## src/rtl/perceptron_train_ctrl.sv

```systemverilog
// Perceptron branch-predictor training controller: decides whether a resolved
// branch needs training, updates weights 8 per cycle, then writes the row back.
//
// state     | meaning
// ----------+-----------------------------------------------------------
// ST_IDLE   | ready for a resolution request, res_ready=1
// ST_DECIDE | evaluate mispredict / low-confidence, pick train or drop
// ST_UPDATE | adjust weight group g (8 weights per cycle), bias on g=7
// ST_WRITE  | hold write-back payload until wr_ready
module perceptron_train_ctrl #(
   parameter logic [8:0] THETA = 9'd40
) (
   input  logic         clk,
   input  logic         rst,
   input  logic         res_valid,
   output logic         res_ready,
   input  logic         res_taken,
   input  logic [8:0]   res_sum,
   input  logic [63:0]  res_hist,
   input  logic [191:0] res_weights,
   input  logic [1:0]   res_bias,
   input  logic [7:0]   res_index,
   output logic         wr_valid,
   input  logic         wr_ready,
   output logic [7:0]   wr_index,
   output logic [191:0] wr_weights,
   output logic [1:0]   wr_bias,
   output logic [15:0]  upd_cnt,
   output logic         busy
);

   typedef enum logic [1:0] {ST_IDLE, ST_DECIDE, ST_UPDATE, ST_WRITE} state_t;

   state_t         state_q, state_d;
   logic [2:0]     g_q, g_d;
   logic [15:0]    cnt_q, cnt_d;
   logic           taken_q, taken_d;
   logic [8:0]     sum_q, sum_d;
   logic [63:0]    hist_q, hist_d;
   logic [191:0]   w_q, w_d;
   logic [1:0]     bias_q, bias_d;
   logic [7:0]     index_q, index_d;
   logic           res_ready_q, res_ready_d;
   logic           wr_valid_q, wr_valid_d;
   logic           busy_q, busy_d;

   logic [9:0]     sum_ext, mag;
   logic           pred, train;

   // |sum| needs 10 bits so that -256 maps to +256 rather than wrapping
   assign sum_ext = {sum_q[8], sum_q};
   assign mag     = sum_q[8] ? (~sum_ext + 10'd1) : sum_ext;
   assign pred    = ~sum_q[8];
   assign train   = (pred != taken_q) || (mag <= {1'b0, THETA});

   always_comb begin
      logic [2:0] w_cur;
      w_cur   = '0;
      state_d = state_q;
      g_d     = g_q;
      cnt_d   = cnt_q;
      taken_d = taken_q;
      sum_d   = sum_q;
      hist_d  = hist_q;
      w_d     = w_q;
      bias_d  = bias_q;
      index_d = index_q;
      case (state_q)
         ST_IDLE: begin
            if (res_valid) begin
               taken_d = res_taken;
               sum_d   = res_sum;
               hist_d  = res_hist;
               w_d     = res_weights;
               bias_d  = res_bias;
               index_d = res_index;
               state_d = ST_DECIDE;
            end
         end
         ST_DECIDE: begin
            g_d     = 3'd0;
            state_d = train ? ST_UPDATE : ST_IDLE;
         end
         ST_UPDATE: begin
            for (int i = 0; i < 64; i++) begin
               if ((i / 8) == int'(g_q)) begin
                  w_cur = w_q[3*i +: 3];
                  if (taken_q == hist_q[i]) begin
                     if (w_cur != 3'b011) w_d[3*i +: 3] = w_cur + 3'd1;
                  end else begin
                     if (w_cur != 3'b100) w_d[3*i +: 3] = w_cur - 3'd1;
                  end
               end
            end
            if (g_q == 3'd7) begin
               if (taken_q) begin
                  if (bias_q != 2'b01) bias_d = bias_q + 2'd1;
               end else begin
                  if (bias_q != 2'b10) bias_d = bias_q - 2'd1;
               end
               g_d     = 3'd0;
               state_d = ST_WRITE;
            end else begin
               g_d = g_q + 3'd1;
            end
         end
         ST_WRITE: begin
            if (wr_ready) begin
               cnt_d   = cnt_q + 16'd1;
               state_d = ST_IDLE;
            end
         end
         default: state_d = ST_IDLE;
      endcase
      res_ready_d = (state_d == ST_IDLE);
      busy_d      = (state_d != ST_IDLE);
      wr_valid_d  = (state_d == ST_WRITE);
   end

   always_ff @(posedge clk) begin
      if (rst) begin
         state_q     <= ST_IDLE;
         g_q         <= '0;
         cnt_q       <= '0;
         taken_q     <= 1'b0;
         sum_q       <= '0;
         hist_q      <= '0;
         w_q         <= '0;
         bias_q      <= '0;
         index_q     <= '0;
         res_ready_q <= 1'b1;
         wr_valid_q  <= 1'b0;
         busy_q      <= 1'b0;
      end else begin
         state_q     <= state_d;
         g_q         <= g_d;
         cnt_q       <= cnt_d;
         taken_q     <= taken_d;
         sum_q       <= sum_d;
         hist_q      <= hist_d;
         w_q         <= w_d;
         bias_q      <= bias_d;
         index_q     <= index_d;
         res_ready_q <= res_ready_d;
         wr_valid_q  <= wr_valid_d;
         busy_q      <= busy_d;
      end
   end

   assign res_ready  = res_ready_q;
   assign wr_valid   = wr_valid_q;
   assign busy       = busy_q;
   assign wr_index   = index_q;
   assign wr_weights = w_q;
   assign wr_bias    = bias_q;
   assign upd_cnt    = cnt_q;

endmodule
```

## config.mk

```make
export PLATFORM = sky130hd
export DESIGN_NAME = perceptron_train_ctrl
export DESIGN_NICKNAME = d
export VERILOG_FILES = /design/src/rtl/perceptron_train_ctrl.sv
export SDC_FILE = /design/constraint.sdc
export NUM_CORES = 1
export LEC_CHECK = 0
export CORE_MARGIN = 4
export CORE_UTILIZATION = 35
export DETAILED_ROUTE_END_ITERATION = 16
export SETUP_SLACK_MARGIN = 0.3
export SYNTH_ARGS = -nofsm -noshare
export SYNTH_HDL_FRONTEND = slang
export SYNTH_SLANG_ARGS = --single-unit
```

## constraint.sdc

```tcl
create_clock -name clk -period 3.7 [get_ports clk]
set_input_delay 0.74 -clock clk [delete_from_list [all_inputs] [get_ports clk]]
set_output_delay 0.74 -clock clk [all_outputs]
set_load 0.1 [all_outputs]
```

==> impl_results.md <==
* Cells along the critical path: clkdlybuf4s50_1
* Hold WS at 451 ps
* Worst r2r dst: wr_weights[105]
* Leakage at 9.51 nW
* Syn Nets at 2706
* Most common library cells after synthesis: dfxtp_1, nand2_1, a21oi_1
* Syn. warnings at 0
* Bufs and invs on worst path at 1
* Seq/Total Area, Yosys at 31.6%
* Cts repair resizes at 0
* FMAX at 0.335 GHz
* Worst hold endpoint: wr_index[1]
* DP HPWL at 47.2 mm
* Io pins at 501
* WHS Path Cells at 2
* Worst Setup End Kind: output port
* Post-Synthesis Cells at 2348
* Netlist Area Pre-Place at 19000 um2
* Reg2reg setup slack at 850 ps
* GRT overflow at 0
* First-pass GRT wire length at 99.6 mm
* Yosys cell types at 60
* Via count at 18500
* Max_cap viols at 0
* CP required at 2960 ps
* CP arrival at 2250 ps
* Antenna-violating nets left at 0
* Layout Nets at 3145
* Flops & latches, synth at 300
* Worst hold path class: reg2reg
* Unrepaired setup endpoints after global routing: false
* Per-cell routed wire length at 18.5 um
* Initial antenna violation count at 17
* Layout cells sized above 1 at 8.30%
* Clk slew on worst S/H paths at 60 ps
* Fin Setup TNS at 0 ps
* Tcrit/Tclk final at 80.7%
* Post-synth EDFFs at 0
* Area delta synth->final at 36.0%
* Die span in y at 241 um
* Fin. Hold Viols at 0
* Placer Congestion at 0.878
* Crit Path Category: reg2out
* CP delay by family, top: buffers and inverters
* Final min period at 2990 ps
* Slew @ Worst Pin at 1060 ps
* Tot GR Track Use at 21.4%
* Row Count at 85
* Largest net degree at the start of global routing at 181
* Die width at 241 um
* Synth top area cells: dfxtp_1, fa_1, a21oi_1
* Outcome: finished clean
* DRC violations left at 0
* Cts bufs inserted at 41
* Hold Buf Count CTS at 0
* Final Max Tran Viols at 0
* Top_reg_cell synth: dfxtp_1
* Clock Sink Count at 300
* Setup crit start kind: flip-flop
* PnR Total Power at 12.0 mW
* CP max FO at 7
* Post-synth ARST share at 0%
* Initial DRT Pass Iterations at 5
* Starting Density at 35.3%
* Max Root-Sink Buffers at 3
* Die area at 58000 um2
* Rel. slew slack at 29.2%
* Setup-failing EPs final at 0
* Worst R2R Path Depth at 7
* Clk_skew at 16.8 ps
* Via density at 5.26
* DRT Wirelength at 65.2 mm
* Root buf cell: clkbuf_16
* Biggest area consumer among synthesized cells: dfxtp_1
* Port Buffers at 500
* H-tree Lvls at 2
* Critical-path top delay cell: clkdlybuf4s50_1
* TritonCTS clock tree: built
* CP peak stage delay at 1200 ps
* Share of the synthesized area in the top cell type at 31.6%
* FF-to-FF Start: state_q[1]
* Peak supply drop at 0.000330 V
* Most frequent cell after synthesis: dfxtp_1
* Number of global-route vias before repair at 17900
* Power Density at 465 nW/um2
* Worst-Skew Late Latency at 550 ps
* Post-CTS Setup Bufs at 0
* Core Area at 53800 um2
* Worst Hold Launch: wr_index[1]
* Post-synthesis area per instance at 8.09 um2
* Drt initial violations at 1142
## report_power, final
| group | switching [mW] | leakage (nW) | internal [mW] | total [mW] |
|---|---|---|---|---|
| logic | 2.77 | 6.37 | 1.38 | 4.15 |
| clock network | 1.57 | 0.680 | 2.44 | 4.01 |
| registers | 0.358 | 2.46 | 3.50 | 3.86 |
## layer usage
layer | track usage [%] | wire length, um | vias up
met3 | 7.32 | 5740 | 132
met1 | 25.5 | 26700 | 8724
met4 | 6.35 | 1810 | 26
li1 | - | - | 9100
met5 | 0 | 168 | -
met2 | 36.6 | 30800 | 527
## placed cells by master, fill, tap and decap left out, types with 5 or more instances in the layout
master	instances
a21bo_2	24
a21oi_1	217
a22oi_1	25
a2bb2oi_1	40
a31o_2	23
and2_1	40
buf_12	8
buf_4	66
clkbuf_1	8
clkbuf_16	43
clkbuf_8	9
clkdlybuf4s50_1	443
clkinv_2	10
dfxtp_1	299
fa_1	64
ha_1	13
inv_1	120
mux2_2	26
mux2i_1	42
nand2_1	289
nand2b_1	120
nand3_1	22
nand3b_1	10
nand4_1	59
nand4b_1	10
nor2_1	180
nor2b_1	53
nor3b_1	10
nor4bb_1	10
o211ai_1	10
o21a_1	5
o21ai_0	118
o21bai_1	8
o22ai_1	55
o311a_1	18
o311ai_1	16
o31ai_1	55
or3_1	56
xnor2_1	68
xor2_1	77
## worst max path at each step
| stage | startpoint | endpoint | slack (ps) | depth (start not counted) |
|---|---|---|---|---|
| 2_1_floorplan | wr_bias[0] | wr_bias[1] | 1370 | 6 |
| 3_3_place_gp | res_valid | wr_weights[105] | 490 | 6 |
| 3_5_place_dp | res_valid | wr_weights[105] | 440 | 6 |
| 4_1_cts | wr_weights[54] | wr_weights[54] | 680 | 1 |
| 5_1_grt | state_q[0] | wr_weights[149] | 470 | 8 |
| 6_report | wr_weights[123] | wr_weights[123] | 710 | 1 |
## cell families after synthesis
logic type	count (synthesis)	synth area share [%]
buffers and inverters	242	5.25
AOI/OAI and AO/OA	639	21.9
muxes	69	3.87
adders and majority gates	78	7.67
xor gates and xnor gates	145	6.69
DFF	300	31.6
and+or+nand+nor	875	23.0
## per-stage QoR
| step | cell area, um2 | instances | setup WS [ps] | util [%] |
|---|---|---|---|---|
| 2_1_floorplan | 19000 | 2348 | 1370 | - |
| 3_3_place_gp | 24500 | 3440 | 487 | 45.4 |
| 3_5_place_dp | 24500 | 3440 | 436 | 45.4 |
| 4_1_cts | 25800 | 3514 | 678 | 48.0 |
| 5_1_grt | 25800 | 3515 | 470 | 48.0 |
| 6_report | 25800 | 3517 | 713 | 48.0 |
## registers in the layout, indices dropped and copies added, names as in the netlist, 2 cells and up
| signal | flops |
|---|---|
| state_q | 2 |
| wr_index | 8 |
| hist_q | 64 |
| sum_q | 9 |
| upd_cnt | 16 |
| wr_weights | 192 |
| g_q | 3 |
| wr_bias | 2 |
## cell type report
| type | instances | area [um2] |
|---|---|---|
| Multi-Input combinational cell | 1806 | 12000 |
| Antenna cell | 3 | 7.51 |
| Inverter | 120 | 450 |
| Fill cell | 5142 | 28000 |
| Clock buffer | 60 | 1230 |
| Clock inverter | 14 | 128 |
| Timing Repair Buffer | 518 | 5100 |
| Sequential cell | 300 | 6010 |
| Tap cell | 696 | 871 |
(Power assumes the default switching activity.)
